File: config.mk
export PLATFORM = sky130hd
export DESIGN_NAME = mem_responder
export DESIGN_NICKNAME = d
export VERILOG_FILES = /design/src/rtl/mem_responder.sv
export SDC_FILE = /design/constraint.sdc
export NUM_CORES = 2
export LEC_CHECK = 0
export CAP_MARGIN = 20
export CORE_MARGIN = 4
export CORE_UTILIZATION = 40
export CTS_CLUSTER_DIAMETER = 80
export DETAILED_ROUTE_END_ITERATION = 12
export HOLD_SLACK_MARGIN = 0.05
export PLACE_DENSITY = 0.58
export SLEW_MARGIN = 25
export SYNTH_ARGS = -nofsm -noshare
export SYNTH_HDL_FRONTEND = slang
export SYNTH_SLANG_ARGS = --single-unit
File: constraint.sdc
create_clock -name clk -period 3.5 [get_ports clk]
set_clock_uncertainty 0.05 [all_clocks]
set_input_delay 0.7 -clock clk [delete_from_list [all_inputs] [get_ports clk]]
set_output_delay 0.7 -clock clk [all_outputs]
set_load 0.01 [all_outputs]
File: src/rtl/mem_responder.sv
// mem_responder
//   Responder end of the memory request interface. Owns a DEPTH x DATA_WIDTH storage array
//   and serves write and read requests from an initiator over a valid/ready handshake.
//   A write commits in the cycle it is accepted and returns a one-cycle done or error pulse.
//   A read is latched, read synchronously from the array, and presented on a held response
//   channel with backpressure.
//
// Ports
//   clk        in   clock, rising edge
//   rst        in   synchronous reset, active-high
//   req_valid  in   initiator presents a request
//   req_ready  out  responder accepts a request this cycle (IDLE only)
//   req_we     in   1 = write, 0 = read
//   req_addr   in   request address
//   req_wdata  in   write data
//   wr_done    out  one-cycle pulse: in-range write committed
//   wr_err     out  one-cycle pulse: write rejected as out of range
//   rsp_valid  out  read response available
//   rsp_ready  in   initiator accepts the read response
//   rsp_data   out  read data, held while rsp_valid
//   rsp_err    out  read was out of range, qualified by rsp_valid
//   wr_count   out  accepted in-range writes, saturating
//   rd_count   out  accepted in-range reads, saturating

module mem_responder #(
   parameter int unsigned DATA_WIDTH = 8,
   parameter int unsigned ADDR_WIDTH = 8,
   parameter int unsigned DEPTH      = 256,
   parameter int unsigned CNT_WIDTH  = 16
) (
   input  logic                  clk,
   input  logic                  rst,
   input  logic                  req_valid,
   output logic                  req_ready,
   input  logic                  req_we,
   input  logic [ADDR_WIDTH-1:0] req_addr,
   input  logic [DATA_WIDTH-1:0] req_wdata,
   output logic                  wr_done,
   output logic                  wr_err,
   output logic                  rsp_valid,
   input  logic                  rsp_ready,
   output logic [DATA_WIDTH-1:0] rsp_data,
   output logic                  rsp_err,
   output logic [CNT_WIDTH-1:0]  wr_count,
   output logic [CNT_WIDTH-1:0]  rd_count
);

   localparam int unsigned IDX_WIDTH = (DEPTH > 1) ? $clog2(DEPTH) : 1;

   // One extra bit so DEPTH == 2**ADDR_WIDTH is representable and every address compares below.
   localparam logic [ADDR_WIDTH:0] DEPTH_LIM = (ADDR_WIDTH + 1)'(DEPTH);

   localparam logic [CNT_WIDTH-1:0] CNT_MAX = {CNT_WIDTH{1'b1}};

   typedef enum logic [1:0] {
      StIdle,
      StRdAccess,
      StResp
   } state_e;

   state_e state_q, state_d;

   logic [DATA_WIDTH-1:0] mem_q [DEPTH];

   logic [IDX_WIDTH-1:0]  rd_idx_q;
   logic                  rd_oor_q;
   logic [DATA_WIDTH-1:0] rsp_data_q;
   logic                  rsp_err_q;
   logic                  wr_done_q;
   logic                  wr_err_q;
   logic [CNT_WIDTH-1:0]  wr_cnt_q;
   logic [CNT_WIDTH-1:0]  rd_cnt_q;

   logic                  req_in_range;
   logic [IDX_WIDTH-1:0]  req_idx;
   logic                  wr_fire;
   logic                  rd_fire;

   assign req_in_range = {1'b0, req_addr} < DEPTH_LIM;
   assign req_idx      = req_addr[IDX_WIDTH-1:0];
   assign wr_fire      = req_valid && req_ready && req_we;
   assign rd_fire      = req_valid && req_ready && !req_we;

   // Next-state and handshake outputs.
   always_comb begin
      state_d   = state_q;
      req_ready = 1'b0;
      rsp_valid = 1'b0;
      unique case (state_q)
         StIdle: begin
            req_ready = 1'b1;
            if (req_valid && !req_we) begin
               state_d = StRdAccess;
            end
         end
         StRdAccess: begin
            state_d = StResp;
         end
         StResp: begin
            rsp_valid = 1'b1;
            if (rsp_ready) begin
               state_d = StIdle;
            end
         end
         default: begin
            state_d = StIdle;
         end
      endcase
   end

   // Control, response and counter registers.
   always_ff @(posedge clk) begin
      if (rst) begin
         state_q    <= StIdle;
         rd_idx_q   <= '0;
         rd_oor_q   <= 1'b0;
         rsp_data_q <= '0;
         rsp_err_q  <= 1'b0;
         wr_done_q  <= 1'b0;
         wr_err_q   <= 1'b0;
         wr_cnt_q   <= '0;
         rd_cnt_q   <= '0;
      end else begin
         state_q   <= state_d;
         wr_done_q <= wr_fire && req_in_range;
         wr_err_q  <= wr_fire && !req_in_range;

         if (rd_fire) begin
            rd_idx_q <= req_idx;
            rd_oor_q <= !req_in_range;
         end

         // Array read happens one cycle after acceptance, so a write committed on the
         // accepting edge (or earlier) is always visible here.
         if (state_q == StRdAccess) begin
            rsp_data_q <= rd_oor_q ? '0 : mem_q[rd_idx_q];
            rsp_err_q  <= rd_oor_q;
         end

         if (wr_fire && req_in_range && (wr_cnt_q != CNT_MAX)) begin
            wr_cnt_q <= wr_cnt_q + 1'b1;
         end
         if (rd_fire && req_in_range && (rd_cnt_q != CNT_MAX)) begin
            rd_cnt_q <= rd_cnt_q + 1'b1;
         end
      end
   end

   // Storage is never reset; a write on a reset edge is dropped.
   always_ff @(posedge clk) begin
      if (!rst && wr_fire && req_in_range) begin
         mem_q[req_idx] <= req_wdata;
      end
   end

   assign wr_done  = wr_done_q;
   assign wr_err   = wr_err_q;
   assign rsp_data = rsp_data_q;
   assign rsp_err  = rsp_err_q;
   assign wr_count = wr_cnt_q;
   assign rd_count = rd_cnt_q;

endmodule

== Word-level counts from Yosys, hierarchy flattened ==
Memories as Yosys holds them, arrays and structs flattened. A register that Yosys moved wholly into a read port is not among the register bits.
Cells that the tools add are included.

* Add/subtract/negate cells: 2
* $mul: 0
* Divide/modulo/power cells: 0
* $lt $le $gt $ge: 0
* Equal/unequal tests: 6
* Shifts and indexed selects: 0
* Muxes and demuxes: 7
* Bitwise operators: 0
* Reduce and logical (&&, ||, !) cells: 11

{| class="wikitable"
|+ Operators with widths
! operator !! count
|-
| $add A16 B1 Y16 const B || 2
|-
| $ne A16 B16 Y1 const B || 2
|-
| $logic_and A1 B1 Y1 || 7
|-
| $pmux W2 S3 || 1
|-
| $mux W1 || 4
|-
| $mux W2 || 2
|-
| $ne A2 B2 Y1 const B || 2
|-
| $eq A2 B1 Y1 const B || 1
|-
| $eq A2 B2 Y1 const B || 1
|-
| $logic_not A1 Y1 || 2
|-
| $logic_not A2 Y1 || 1
|-
| $reduce_and A2 Y1 || 1
|}

* Register bits after elaboration: 43
* Bits in latches: 0
* RAM bits: 2048
* Memory bits (read-only): 0
* Input port bits: 21
* Output and inout port bits: 45
* Logic and storage cells: 32
* Memories kept: 1

{| class="wikitable"
|+ Memories
! memory !! depth !! width !! rd ports !! clocked after memory_dff !! write ports !! RTL line !! text
|-
| mem_q || 256 || 8 || 1 || 1 || 1 || 63 || <nowiki>logic [DATA_WIDTH-1:0] mem_q [DEPTH];</nowiki>
|}

== Longest topological paths before layout ==
* Word-level depth: 7
* Mapped depth: 12
* Depth with buffers taken out: 7

== Worst setup path after synthesis ==
OpenSTA, ideal clock, no wires.

* Kind: input-to-reg
* Start point: input port rst
* End point: memory mem_q[222][0] (enable)
* Library setup time: 0.370 ns
* Data arrival time: 2.282 ns
* Setup slack: 0.798 ns
* Stages on the path: 5
* Path buffers: 2
* Cell sequence: clkbuf_1 nor4b_1 nand3_1 clkbuf_1 nor2_1

* Longest elaborated chain between the ends: 4

{| class="wikitable"
|+ RTL lines
! what !! RTL line !! text
|-
| start, declared || 32 || <nowiki>input logic rst,</nowiki>
|-
| $logic_not A1 Y1 || 151 || <nowiki>if (!rst && wr_fire && req_in_range) begin</nowiki>
|-
| $logic_and A1 B1 Y1 || 151 ||
|-
| $mux W1 || 151 ||
|-
| $mux W1 (not written as such) || 152 || <nowiki>mem_q[req_idx] <= req_wdata;</nowiki>
|-
| end, declared || 63 ||
|}

No other way between the ends.

==> reports/qor.txt <==
Maxcap violations: 0
Final antenna-violating net count: 0
Vias per inst: 5.58
Die Y: 460 um
Gate Count Post-Synth: 4073
Row count: 165
Initial antenna violation count: 8
Final TNS setup: 0 ps
Clock Path Buffers: 3
Leakage: 29.9 nW
First-pass GRT wire length: 307000 um
Top routing layer used: met4
Fmax: 0.301 GHz
CTS resizes: 0
Boundary Pins: 66
Met3 wire length: 16400 um
H-tree depth: 4
Vias in the first global route: 42344
Critical path arrival: 4000 ps
Cell area after synthesis: 0.0817 mm2
GRT overflow: 0
Sequential cell area: 0.0625 mm2
Final period utilization: 94.8%
Unrepaired setup endpoints after global routing: no
# setup viols final: 0
Worst slew pin tran: 1040 ps
VDD IR max: 504 uV
Crit end category: flip-flop
M1 WL: 88400 um
Sink Count: 2099
Outcome: completed
Sequential share of the synthesized area: 76.5%
Syn avg cell area: 20.1 um2
Number of synthesized flops with an enable pin: 2048
Power per Cell Area: 549 mW/mm2
Synth top cells by count: 2048 x edfxtp_1, 390 x mux4_2, 324 x nor2_1
Ys flop type: edfxtp_1
DRC: 0
Clk Latency, worst-skew pair: 840 ps
Post-CTS setup buffer count: 0
Starting Density: 40.3%
Clock transition at the registers of the reported paths: 70 ps
CTS tree: done
Critical Path Max Stage Delay: 720 ps
CP Class: reg2reg
WL met2: 102000 um
Layout cells sized above 1: 26.8%
Startpoint Class: flip-flop
Hold Violations, Final: 0
Critical-path cell list: buf_12, buf_12, buf_12, mux4_2, o22ai_1, o21ai_1, a21boi_0, or3_1, nand3_1
Initial DRC count: 4454
Clock Root Buffer: clkbuf_16
Post-Route WL: 214000 um
Die width: 460 um
HP Class: in2reg
# nets final: 4702
TritonCTS Buffers: 212
#FFs+latches synth: 2099
FFs w/ async S/R, synth: 0%
IO buf count: 63
Per-cell routed wire length: 28.4 um
Buf/Inv on CP: 3
Pre-Repair DR Iteration Count: 7
YS warnings: 0
Slew HR: 30.3%
Area contributors post-synth: edfxtp_1 75%, mux4_2 11%, mux2i_1 3.5%, nor2_1 1.5%, dfxtp_1 1.2%
Vias: 42039
Hold buffer count at CTS: 0
Global Route Usage Sum: 20.2%
Post-DP HPWL: 139000 um
Dominant cell type by area after synthesis: edfxtp_1
Worst path slowest cell: a21boi_0
Area grow syn2layout: 17.8%
Die ar.: 0.212 mm2
Most common cell in the netlist: edfxtp_1
Share of the synthesized area in the top cell type: 75.2%
Pwr Total: 52.9 mW
Final Max Slew Viols: 0
Critical Path RT: 4180 ps
Filler Cell Count: 16739
Pin count of the biggest net entering global routing: 111
Footprint of the multi-input gates: 0.0177 mm2
Family with the most delay on the worst path: compound AO/OA/AOI/OAI gates
Crit path top cell by count: buf_12
Fin crit period: 3320 ps
Crit Path Max Fanout: 32
GPL Wtd Cong: 0.838
Distinct cells, synth: 61
Core ar.: 0.203 mm2
## layout make-up
type                            instances  share of cell area [%]
Sequential cell                      2099                    64.9
Multi-Input combinational cell       1736                    18.4
Clock buffer                          253                    5.77
Timing Repair Buffer                  623                    5.75
Tap cell                             2672                    3.47
Clock inverter                        143                    1.63
Inverter                                7                  0.0299
Antenna cell                            7                  0.0182
## final timing paths
path,slack (ps),cells after the start,start,to
worst max register to register,180,9,rd_idx_q[0],rsp_data[6]
worst min-delay path,210,3,rst,rd_idx_q[7]
worst min register to register,420,2,rd_idx_q[7],rd_idx_q[7]
worst max-delay path,180,9,rd_idx_q[0],rsp_data[6]
## metrics by stage
stage                     setup WS (ps)  hold slack [ps]  area (um2)  utilization, %  std cells
after floorplan                     798              395       81700               -       4074
after global placement             98.1              408       89100            44.0       7137
after detailed placement           98.4              416       89100            44.0       7137
after CTS                           248              118       96200            47.5       7533
after global routing               48.9              177       96300            47.5       7535
final                               183              205       96300            47.5       7540
## report_power, final
group | switching [mW] | total, mW | internal, mW | leakage (nW)
clock network | 9.72 | 23.0 | 13.3 | 3.45
registers | 0.0432 | 27.6 | 27.6 | 18.8
logic | 1.45 | 2.27 | 0.822 | 7.65
total | 11.2 | 52.9 | 41.7 | 29.9
## layer usage
layer  up-vias  global-route usage [%]
li1      18086                       -
met1     22021                    27.7
met2      1597                    31.8
met3       335                    4.62
met4         0                    6.89
met5         -                       0
## registers in the layout (all words and copies together), names as in the netlist
register / cells
rd_count: 16
wr_done: 1
rd_idx_q: 8
state_q: 2
rsp_data: 8
wr_count: 16
mem_q: 2048
## cells by family (layout without fill, tap and decap cells)
family	after synthesis	in the layout	share of synthesized area, %
flip-flops	2099	2099	76.5
AO/OA/AOI/OAI	413	413	3.48
multiplexers	676	676	14.3
AND/OR/NAND/NOR	619	619	3.51
adder cells (fa/ha/maj)	2	2	0.0306
XOR/XNOR	24	24	0.257
other	1	9	0.00459
buffers and inverters	239	1026	1.94
## placed cells by master (no fill, tap or decap), types with 7 or more instances in the layout
master	n
a211oi_1	13
a21oi_1	48
a221oi_1	15
a22oi_1	110
and2_1	11
and3_1	17
buf_12	54
buf_4	506
bufinv_16	26
clkbuf_1	34
clkbuf_16	214
clkbuf_8	10
clkdlybuf4s50_1	54
clkinv_1	51
clkinv_2	37
clkinvlp_4	11
dfxtp_1	46
diode_2	7
edfxtp_1	2048
mux2i_1	283
mux4_2	390
nand2_1	73
nand3_1	53
nand4_1	30
nor2_1	321
nor2b_1	25
nor3_1	20
nor4_1	16
o21ai_0	38
o21ai_1	32
o221ai_1	62
o22ai_1	65
o311ai_1	7
or3_1	12
xnor2_1	14
xor2_1	10
## worst reg2reg max path: stages (launching register included)
cell      delay, ps
dfxtp_4         450
buf_12          260
buf_12          250
buf_12          300
mux4_2          620
o22ai_1         140
o21ai_1         150
a21boi_0        720
or3_1           240
nand3_1          70
Power figures use the tool's default switching activity.
